--- src/rtl/mole_scheduler.sv ---
// Mole sequencer: gap -> draw position (with bounded redraw) -> show -> hit flash or miss, outputs registered.
// Define MOLE_SPEEDUP_EN to shorten show time by level (clamped at MIN_SHOW_TICKS).
module mole_scheduler #(
  parameter int GAP_TICKS      = 25,
  parameter int SHOW_TICKS     = 100,
  parameter int FLASH_TICKS    = 10,
  parameter int MIN_SHOW_TICKS = 40,
  parameter int STEP_TICKS     = 10,
  parameter int MAX_REDRAW     = 3
) (
  input  logic       clk_50,
  input  logic       rst,
  input  logic       game_en,
  input  logic [2:0] rand_row,
  input  logic [2:0] rand_col,
  input  logic       hit,
  input  logic [3:0] level,
  output logic       mole_valid,
  output logic [2:0] mole_row,
  output logic [2:0] mole_col,
  output logic       mole_hit,
  output logic       mole_miss,
  output logic [3:0] miss_cnt,
  output logic [1:0] phase
);

  typedef enum logic [1:0] {IDLE = 2'b00, GAP = 2'b01, SHOW = 2'b10, FLASH = 2'b11} state_t;

  state_t     state, state_nx;
  logic [7:0] cnt, cnt_nx;
  logic       last_vld, last_vld_nx;
  logic [2:0] redraw, redraw_nx;
  logic       valid_nx, hit_nx, miss_nx;
  logic [2:0] row_nx, col_nx;
  logic [3:0] miss_cnt_nx;
  logic [8:0] show_len;
  logic [7:0] show_m1;

`ifdef MOLE_SPEEDUP_EN
  logic [11:0] step_total;
  logic [11:0] show_cut;
  always_comb begin
    step_total = 12'(level) * 12'(STEP_TICKS);
    show_cut   = 12'(SHOW_TICKS) - step_total;
    // Underflow and below-floor both clamp to the minimum show time
    if (step_total >= 12'(SHOW_TICKS) || show_cut < 12'(MIN_SHOW_TICKS))
      show_len = 9'(MIN_SHOW_TICKS);
    else
      show_len = 9'(show_cut);
  end
`else
  logic unused_cfg;
  assign unused_cfg = ^{level, 8'(MIN_SHOW_TICKS), 8'(STEP_TICKS)};
  assign show_len   = 9'(SHOW_TICKS);
`endif

  assign show_m1 = 8'(show_len - 9'd1);
  assign phase   = state;

  always_ff @(posedge clk_50 or posedge rst) begin
    if (rst) begin
      state      <= IDLE;
      cnt        <= '0;
      last_vld   <= 1'b0;
      redraw     <= '0;
      mole_valid <= 1'b0;
      mole_row   <= '0;
      mole_col   <= '0;
      mole_hit   <= 1'b0;
      mole_miss  <= 1'b0;
      miss_cnt   <= '0;
    end else begin
      state      <= state_nx;
      cnt        <= cnt_nx;
      last_vld   <= last_vld_nx;
      redraw     <= redraw_nx;
      mole_valid <= valid_nx;
      mole_row   <= row_nx;
      mole_col   <= col_nx;
      mole_hit   <= hit_nx;
      mole_miss  <= miss_nx;
      miss_cnt   <= miss_cnt_nx;
    end
  end

  always_comb begin
    state_nx    = state;
    cnt_nx      = cnt;
    last_vld_nx = last_vld;
    redraw_nx   = redraw;
    valid_nx    = mole_valid;
    row_nx      = mole_row;
    col_nx      = mole_col;
    hit_nx      = 1'b0;
    miss_nx     = 1'b0;
    miss_cnt_nx = miss_cnt;

    if (!game_en && state != IDLE) begin
      // Interrupted mole: drop silently, keep miss count on display
      state_nx = IDLE;
      valid_nx = 1'b0;
    end else begin
      case (state)
        IDLE: begin
          valid_nx = 1'b0;
          if (game_en) begin
            miss_cnt_nx = '0;
            last_vld_nx = 1'b0;
            cnt_nx      = 8'(GAP_TICKS - 1);
            state_nx    = GAP;
          end
        end
        GAP: begin
          valid_nx = 1'b0;
          if (cnt != 8'd0) begin
            cnt_nx = cnt - 8'd1;
          end else if (last_vld && {rand_row, rand_col} == {mole_row, mole_col}
                       && redraw < 3'(MAX_REDRAW)) begin
            redraw_nx = redraw + 3'd1;
          end else begin
            row_nx      = rand_row;
            col_nx      = rand_col;
            redraw_nx   = '0;
            last_vld_nx = 1'b1;
            cnt_nx      = show_m1;
            valid_nx    = 1'b1;
            state_nx    = SHOW;
          end
        end
        SHOW: begin
          if (hit) begin
            hit_nx   = 1'b1;
            valid_nx = 1'b0;
            cnt_nx   = 8'(FLASH_TICKS - 1);
            state_nx = FLASH;
          end else if (cnt == 8'd0) begin
            miss_nx     = 1'b1;
            valid_nx    = 1'b0;
            miss_cnt_nx = (miss_cnt == 4'd15) ? miss_cnt : miss_cnt + 4'd1;
            cnt_nx      = 8'(GAP_TICKS - 1);
            state_nx    = GAP;
          end else begin
            cnt_nx = cnt - 8'd1;
          end
        end
        FLASH: begin
          valid_nx = 1'b0;
          if (cnt != 8'd0) begin
            cnt_nx = cnt - 8'd1;
          end else if (!hit) begin
            // A held key keeps us here so it cannot score the next mole
            cnt_nx   = 8'(GAP_TICKS - 1);
            state_nx = GAP;
          end
        end
        default: state_nx = IDLE;
      endcase
    end
  end

endmodule

--- config.mk ---
export PLATFORM = sky130hd
export DESIGN_NAME = mole_scheduler
export DESIGN_NICKNAME = d
export VERILOG_FILES = /design/src/rtl/mole_scheduler.sv
export SDC_FILE = /design/constraint.sdc
export NUM_CORES = 1
export LEC_CHECK = 0
export BUFFER_PORTS_ARGS = -buffer_cell sky130_fd_sc_hd__buf_2
export CORE_MARGIN = 5
export CORE_UTILIZATION = 40
export DETAILED_ROUTE_END_ITERATION = 8
export PLACE_DENSITY = 0.6
export SYNTH_ARGS = -nofsm -noshare
export SYNTH_HDL_FRONTEND = slang
export SYNTH_SLANG_ARGS = --single-unit
--- constraint.sdc ---
create_clock -name clk_50 -period 2 [get_ports clk_50]
set_input_delay 0.4 -clock clk_50 [delete_from_list [all_inputs] [get_ports clk_50]]
set_output_delay 0.4 -clock clk_50 [all_outputs]
set_load 0.005 [all_outputs]
==> reports/summary.txt, run 1 <==
Top-count cell post-synth -> dfrtp_1
PwrDens -> 1310 mW/mm^2
Mapped Area -> 0.00167 mm^2
TritonRoute pass-1 iters -> 4
FF-to-FF End -> cnt[0]
Fraction of layout cells with a size suffix above 1 -> 0.409
R2r setup slk -> -0.04 ns
Seq/Total Area, Yosys -> 0.404
Worst Hold Slack -> 0.165 ns
Mux contribution to synthesized area -> 0.0853
Type of the worst setup path -> reg2reg
# diodes -> 0
RSZ-0062 raised after global routing -> true
Clock sinks -> 27
Failing checks -> negative setup slack
CP max stage cell -> or4b_4
CP peak stage delay -> 0.52 ns
Max-slew violations -> 0
Status -> finished with violations
# setup viols final -> 8
Routed WL -> 4400 um
DRC -> 0
Number of routed nets with antenna violations -> 0
Synth top area share -> 0.404
Area contributors post-synth -> dfrtp_1, mux2_2, ha_1
Slew HR -> 0.692
Worst path cell trace -> inv_1 > ha_2 > or4b_4 > nor2_4 > nand2_2 > o221ai_4 > mux2_4
Initial antenna violation count -> 0
Tot GR Track Use -> 0.168
Critical Path RT -> 2.17 ns
EDFF count, synth -> 0
Worst Tran Pin Value -> 0.462 ns
Most used DFF post-synth -> dfrtp_1
Root Buffer Master -> clkbuf_8
Cells on worst reg2reg path -> 7
Yosys reg bits -> 27
Die X -> 74.6 um
Cell area after layout -> 0.00225 mm^2
Initial cell density of the core -> 0.415
Origin of the critical flop-to-flop path -> cnt[0]
Compound-Gate Fraction of Synth Area -> 0.177
IO Pins -> 29
Core area -> 0.00403 mm^2
Synthesized instance count -> 177
Starting DRC count in detailed routing -> 45
Wire per inst -> 15.5 um
CTS Buf Count -> 3
Maximum VDD drop -> 496 uV
Mapped Avg Cell Area -> 9.44 um^2
Reg clk slew, reported paths -> 0.10 ns
Maximum operating frequency -> 490 MHz
Cell type group with the largest total delay on the critical path -> simple AND/OR/NAND/NOR gates
Crit. End Element -> flip-flop
GPL Wtd Cong -> 0.912
CTS tree -> done
Synth top cells by count -> dfrtp_1, nor2_1, nand2_1, o21ai_0
Die height -> 74.6 um
Setup WS post-layout -> -0.0420 ns
Max cap viols -> 0
Largest net degree at the start of global routing -> 28
Post-synth cell types -> 44
Die ar. -> 0.00557 mm^2
Vias per std cell -> 5.55
Grt ovf -> 0
Fin crit period -> 2.04 ns
Vias in the first global route -> 1678
Synth Warn # -> 0
Critical Path Fanout Max -> 5
Asr flop ratio synth -> 1.00
Mapped Nets -> 199
Area grow syn2layout -> 34.8%
Type of the tightest min-delay check -> in2async
Std-Cell Rows -> 23
Buf/Inv on CP -> 1
Final core occ -> 0.559
Fin Clk Skew -> 0.00209 ns
Largest area contributor in the netlist -> dfrtp_1
Pleak -> 1.08 nW
Post-Synth Adder-Cell Area -> 0.0599
# port buffers -> 24
Clk_lat worst skew -> 0.28 ns
DP Wirelength -> 3250 um
Critical path launch point type -> flip-flop
Global-route wire length before repair -> 7400 um
Vias -> 1582
Arr. time, crit path -> 2.21 ns
Layout Nets -> 258
Simple-Gate Fraction of Synth Area -> 0.203
Fin crit share -> 1.02
Largest family of logic cells by synthesized area -> simple AND/OR/NAND/NOR gates
Clock Tree Buf Depth -> 2
Final Hold Vio Count -> 0
XOR/XNOR share of the synthesized area -> 0.0367
Placed inst area -> 0.00206 mm^2
H-tree depth -> 1
## power by group
group          internal, W  leakage, nW  switching [W]  total, W
registers         0.000700        0.354       0.000163  0.000863
clock network     0.000143       0.0228       0.000183  0.000326
logic             0.000856        0.700       0.000910   0.00177
## cell families (layout without fill, tap and decap cells)
group | after synthesis | after routing
fa+ha+maj | 8 | 8
mux | 13 | 13
buf+inv | 15 | 72
compound gates | 43 | 43
xor+xnor | 7 | 7
flops | 27 | 27
simple gates | 64 | 65
## worst register-to-register path: cells and delay by family, from the launching register on
| kind | cells | cell delay [ns] |
|---|---|---|
| buf+inv | 1 | 0.06 |
| mux | 1 | 0.33 |
| simple gates | 3 | 0.78 |
| fa+ha+maj | 1 | 0.19 |
| compound gates | 1 | 0.20 |
| flops | 1 | 0.38 |
## metrics by stage
step / instances / power [W] / worst slack, ns / TNS, ns
floorplan: 177 / 0.00180 / -0.0473 / -0.0473
global placement: 274 / 0.00237 / -0.0418 / -0.0725
detailed placement: 274 / 0.00243 / -0.0463 / -0.305
CTS: 279 / 0.00279 / -0.0666 / -0.167
global route: 285 / 0.00319 / -0.131 / -1.26
finish: 285 / 0.00296 / -0.0420 / -0.122
## flip-flops by register name, indices dropped and copies added (netlist names)
name and flops:
cnt 8, miss_cnt 4, mole_col 3, mole_row 3, redraw 3, phase 2, last_vld 1, mole_hit 1
mole_miss 1, mole_valid 1
## layer usage
layer	vias to the layer above	track usage	share of wire
met1	771	0.205	0.42
met5	-	0	0
met2	37	0.300	0.52
met4	0	0.0593	0.022
li1	763	-	-
met3	11	0.0280	0.039
## cells in the final DEF, fill, tap and decap left out, drive strengths merged, types with 6 or more instances in the layout
| cell | Yosys | final |
|---|---|---|
| nand2 | 17 | 17 |
| xor2 | 6 | 6 |
| a21oi | 9 | 9 |
| buf | 0 | 58 |
| o21ai | 11 | 11 |
| nor2 | 18 | 18 |
| dfrtp | 27 | 27 |
| inv | 10 | 10 |
| nand3 | 8 | 9 |
| mux2 | 10 | 10 |
| ha | 8 | 8 |
## worst max path at each step
stage | startpoint | to | slack, ns | cells past startpoint
detailed placement | cnt[1] | redraw[0] | -0.05 | 7
finish | cnt[0] | cnt[0] | -0.04 | 7
CTS | cnt[1] | cnt[5] | -0.07 | 7
global placement | cnt[1] | cnt[0] | -0.04 | 7
global route | cnt[0] | miss_cnt[3] | -0.13 | 10
floorplan | phase[0] | phase[1] | -0.05 | 8
## repair_timing
item,in CTS,in global routing
cloned,0,1
gates resized for setup,3,19
endpoints found under the setup margin,13,20
setup buffers,1,5
endpoints found under the hold margin,0,0
hold buffers,0,0
pin swaps,3,5
## layout make-up
| class | count | area [um^2] |
|---|---|---|
| Clock buffer | 4 | 45.0 |
| Fill cell | 367 | 1780 |
| Inverter | 10 | 37.5 |
| Multi-Input combinational cell | 136 | 1050 |
| Sequential cell | 27 | 677 |
| Tap cell | 50 | 62.6 |
| Timing Repair Buffer | 58 | 379 |
(Power assumes the default switching activity.)
==> inputs of run 2 (changes only) <==
--- a/config.mk
+++ b/config.mk
@@ -5,11 +5,12 @@
 export SDC_FILE = /design/constraint.sdc
 export NUM_CORES = 1
 export LEC_CHECK = 0
+export ABC_AREA = 1
 export BUFFER_PORTS_ARGS = -buffer_cell sky130_fd_sc_hd__buf_2
 export CORE_MARGIN = 5
 export CORE_UTILIZATION = 40
 export DETAILED_ROUTE_END_ITERATION = 8
-export PLACE_DENSITY = 0.6
+export PLACE_DENSITY = 0.59
 export SYNTH_ARGS = -nofsm -noshare
 export SYNTH_HDL_FRONTEND = slang
 export SYNTH_SLANG_ARGS = --single-unit
==> reports/summary.txt, run 2 <==
Root Buffer Master -> clkbuf_8 (unchanged)
Most used cell along the critical path -> nand2_1
CP max stage cell -> dfrtp_1 (was or4b_4)
Wire per inst -> 11.3 um (was 15.5 um)
Clock Tree Buf Depth -> 2 (unchanged)
Vias per std cell -> 4.80 (was 5.55)
Type of the worst setup path -> reg2reg (unchanged)
Starting DRC count in detailed routing -> 82 (was 45)
Tot GR Track Use -> 0.130 (was 0.168)
Pleak -> 1.05 nW (was 1.08 nW)
Post-synth cell types -> 31 (was 44)
Arr. time, crit path -> 1.98 ns (was 2.21 ns)
Seq/Total Area, Yosys -> 0.377 (was 0.404)
Max reg flops -> 8 (unchanged)
Initial cell density of the core -> 0.411 (was 0.415)
Max-slew violations -> 0 (unchanged)
Mapped Nets -> 262 (was 199)
Core area -> 0.00435 mm^2 (was 0.00403 mm^2)
Vias -> 1549 (was 1582)
Origin of the critical flop-to-flop path -> phase[1] (was cnt[0])
Cell type group with the largest total delay on the critical path -> simple AND/OR/NAND/NOR gates (unchanged)
Critical Path Fanout Max -> 7 (was 5)
Most used DFF post-synth -> dfrtp_1 (unchanged)
Layout Nets -> 294 (was 258)
Grt ovf -> 0 (unchanged)
Clock sinks -> 27 (unchanged)
Maximum operating frequency -> 555 MHz (was 490 MHz)
Mapped Avg Cell Area -> 7.46 um^2 (was 9.44 um^2)
Fraction of layout cells with a size suffix above 1 -> 0.196 (was 0.409)
Largest family of logic cells by synthesized area -> simple AND/OR/NAND/NOR gates (unchanged)
Fillers -> 442 (was 367)
Commonest non-fill, non-tap cell in the layout -> nand2_1 (was buf_4)
PwrDens -> 1360 mW/mm^2 (was 1310 mW/mm^2)
Die X -> 76.9 um (was 74.6 um)
IO Pins -> 29 (unchanged)
Area grow syn2layout -> 14.0% (was 34.8%)
Fin crit share -> 0.901 (was 1.02)
Synth top cells by count -> nand2_1, dfrtp_1, inv_1, nor2_1, nand3_1 (was dfrtp_1, nor2_1, nand2_1, o21ai_0)
Largest regs -> cnt x8, miss_cnt x4 (unchanged)
Worst Tran Pin Value -> 0.357 ns (was 0.462 ns)
Synth top area share -> 0.377 (was 0.404)
RSZ-0062 raised after global routing -> false (was true)
Status -> completed (was finished with violations)
Asr flop ratio synth -> 1.00 (unchanged)
Slew HR -> 0.761 (was 0.692)
Global-route wire length before repair -> 6480 um (was 7400 um)
Post-Synth Adder-Cell Area -> 0.0559 (was 0.0599)
Setup TNS -> 0 ns (was -0.122 ns)
DRC -> 0 (unchanged)
Std-Cell Rows -> 24 (was 23)
Mapped Area -> 0.00179 mm^2 (was 0.00167 mm^2)
Die height -> 76.9 um (was 74.6 um)
Vias in the first global route -> 1463 (was 1678)
Synth Warn # -> 0 (unchanged)
Fin Clk Skew -> 0.00681 ns (was 0.00209 ns)
Routed WL -> 3660 um (was 4400 um)
Critical Path RT -> 2.17 ns (about the same)
Final Hold Vio Count -> 0 (unchanged)
TritonRoute pass-1 iters -> 4 (unchanged)
Fin crit period -> 1.80 ns (was 2.04 ns)
Top-count cell post-synth -> nand2_1 (was dfrtp_1)
Setup bufs post-CTS -> 0 (was 1)
Worst path cell trace -> inv_1 > ha_1 > nor2_1 > nor3_1 > nand2_1 > o21ai_1 > nor2_2 > nand2_1 > nand2_1 > nand2_1 (was inv_1 > ha_2 > or4b_4 > nor2_4 > nand2_2 > o221ai_4 > mux2_4)
Highest-count cells in the layout ignoring fill and taps -> nand2_1, inv_1, dfrtp_1 (was buf_4, dfrtp_1, buf_2)
CP peak stage delay -> 0.46 ns (was 0.52 ns)
Initial antenna violation count -> 0 (unchanged)
# setup viols final -> 0 (was 8)
CTS Buf Count -> 3 (unchanged)
Crit. End Element -> flip-flop (unchanged)
Hold_buf cts -> 0 (unchanged)
# port buffers -> 24 (unchanged)
Type of the tightest min-delay check -> in2async (unchanged)
Area contributors post-synth -> dfrtp_1, nand2_1, ha_1 (was dfrtp_1, mux2_2, ha_1)
Mux contribution to synthesized area -> 0 (was 0.0853)
Clk_lat worst skew -> 0.28 ns (about the same)
Critical path launch point type -> flip-flop (unchanged)
H-tree depth -> 1 (unchanged)
XOR/XNOR share of the synthesized area -> 0.0440 (was 0.0367)
Synthesized instance count -> 240 (was 177)
EDFF count, synth -> 0 (unchanged)
Largest net degree at the start of global routing -> 28 (unchanged)
Buf/Inv on CP -> 1 (unchanged)
Yosys reg bits -> 27 (unchanged)
Largest area contributor in the netlist -> dfrtp_1 (unchanged)
Compound-Gate Fraction of Synth Area -> 0.108 (was 0.177)
Worst setup path startpoint -> phase[1] (was cnt[0])
Reg clk slew, reported paths -> 0.10 ns (about the same)
DP Wirelength -> 2810 um (was 3250 um)
Die ar. -> 0.00591 mm^2 (was 0.00557 mm^2)
# diodes -> 0 (unchanged)
Maximum VDD drop -> 512 uV (was 496 uV)
Most flop-heavy register -> cnt (unchanged)
Simple-Gate Fraction of Synth Area -> 0.342 (was 0.203)
GPL Wtd Cong -> 0.808 (was 0.912)
CTS tree -> done (unchanged)
Max cap viols -> 0 (unchanged)
Final core occ -> 0.469 (was 0.559)
Number of routed nets with antenna violations -> 0 (unchanged)
[run 2: kinds of logic after synthesis]
group | Yosys count
AND/OR/NAND/NOR | 133
AO/OA/AOI/OAI | 33
buffers and inverters | 30
flip-flops | 27
XOR/XNOR | 9
adder cells (fa/ha/maj) | 8
[run 2: metrics by stage]
step / hold WS, ns / worst slack (ns) / instance area (um^2) / cells / total power, W
global route: 0.204 / 0.0229 / 2040 / 323 / 0.00307
CTS: 0.180 / 0.179 / 2040 / 323 / 0.00281
floorplan: 0.442 / 0.352 / 1790 / 240 / 0.00211
finish: 0.163 / 0.198 / 2040 / 323 / 0.00278
global placement: 0.457 / 0.230 / 1990 / 319 / 0.00246
detailed placement: 0.467 / 0.206 / 1990 / 319 / 0.00248
[run 2: where the power goes]
group	switching [W]	internal, W	leakage, nW
Sequential	0.000177	0.000729	0.351
Combinational	0.000919	0.000632	0.679
Clock	0.000179	0.000142	0.0217
Total	0.00127	0.00150	1.05
[run 2: layout make-up]
class,count,area (um^2),area share
repair buffers,30,165,0.0809
clock inverters,1,7.51,0.00368
clock buffers,3,41.3,0.0202
flip-flops and latches,27,677,0.331
inverters,27,101,0.0496
multi-input cells,183,985,0.482
well taps,52,65.1,0.0319
[run 2: worst register-to-register path, stage by stage (launching register included)]
cell and delay (ns):
dfrtp_1 0.46, inv_1 0.12, ha_1 0.21, nor2_1 0.31
nor3_1 0.13, nand2_1 0.09, o21ai_1 0.07, nor2_2 0.13
nand2_1 0.09, nand2_1 0.06, nand2_1 0.05
[run 2: repair_timing]
| item | 4_1_cts | 5_1_grt |
|---|---|---|
| endpoints found under the setup margin | 0 | 3 |
| resized for setup | 0 | 1 |
| hold endpoints to repair | 0 | 0 |
[run 2: routing by layer]
layer / vias to the layer above / wire, um / GRT usage
li1: 829 / - / -
met1: 682 / 1800 / 0.182
met2: 34 / 1610 / 0.205
met3: 4 / 210 / 0.0234
met4: 0 / 48 / 0.0367
met5: - / 0 / 0
[run 2: worst paths after layout]
check	to	slack, ns	cells past startpoint
min in group clk_50	mole_miss	0.34	2
min reg2reg	cnt[0]	0.48	2
min	mole_row[2]	0.16	3
max	phase[0]	0.20	10
max in group asynchronous	phase[0]	1.56	3
max reg2reg	phase[0]	0.20	10
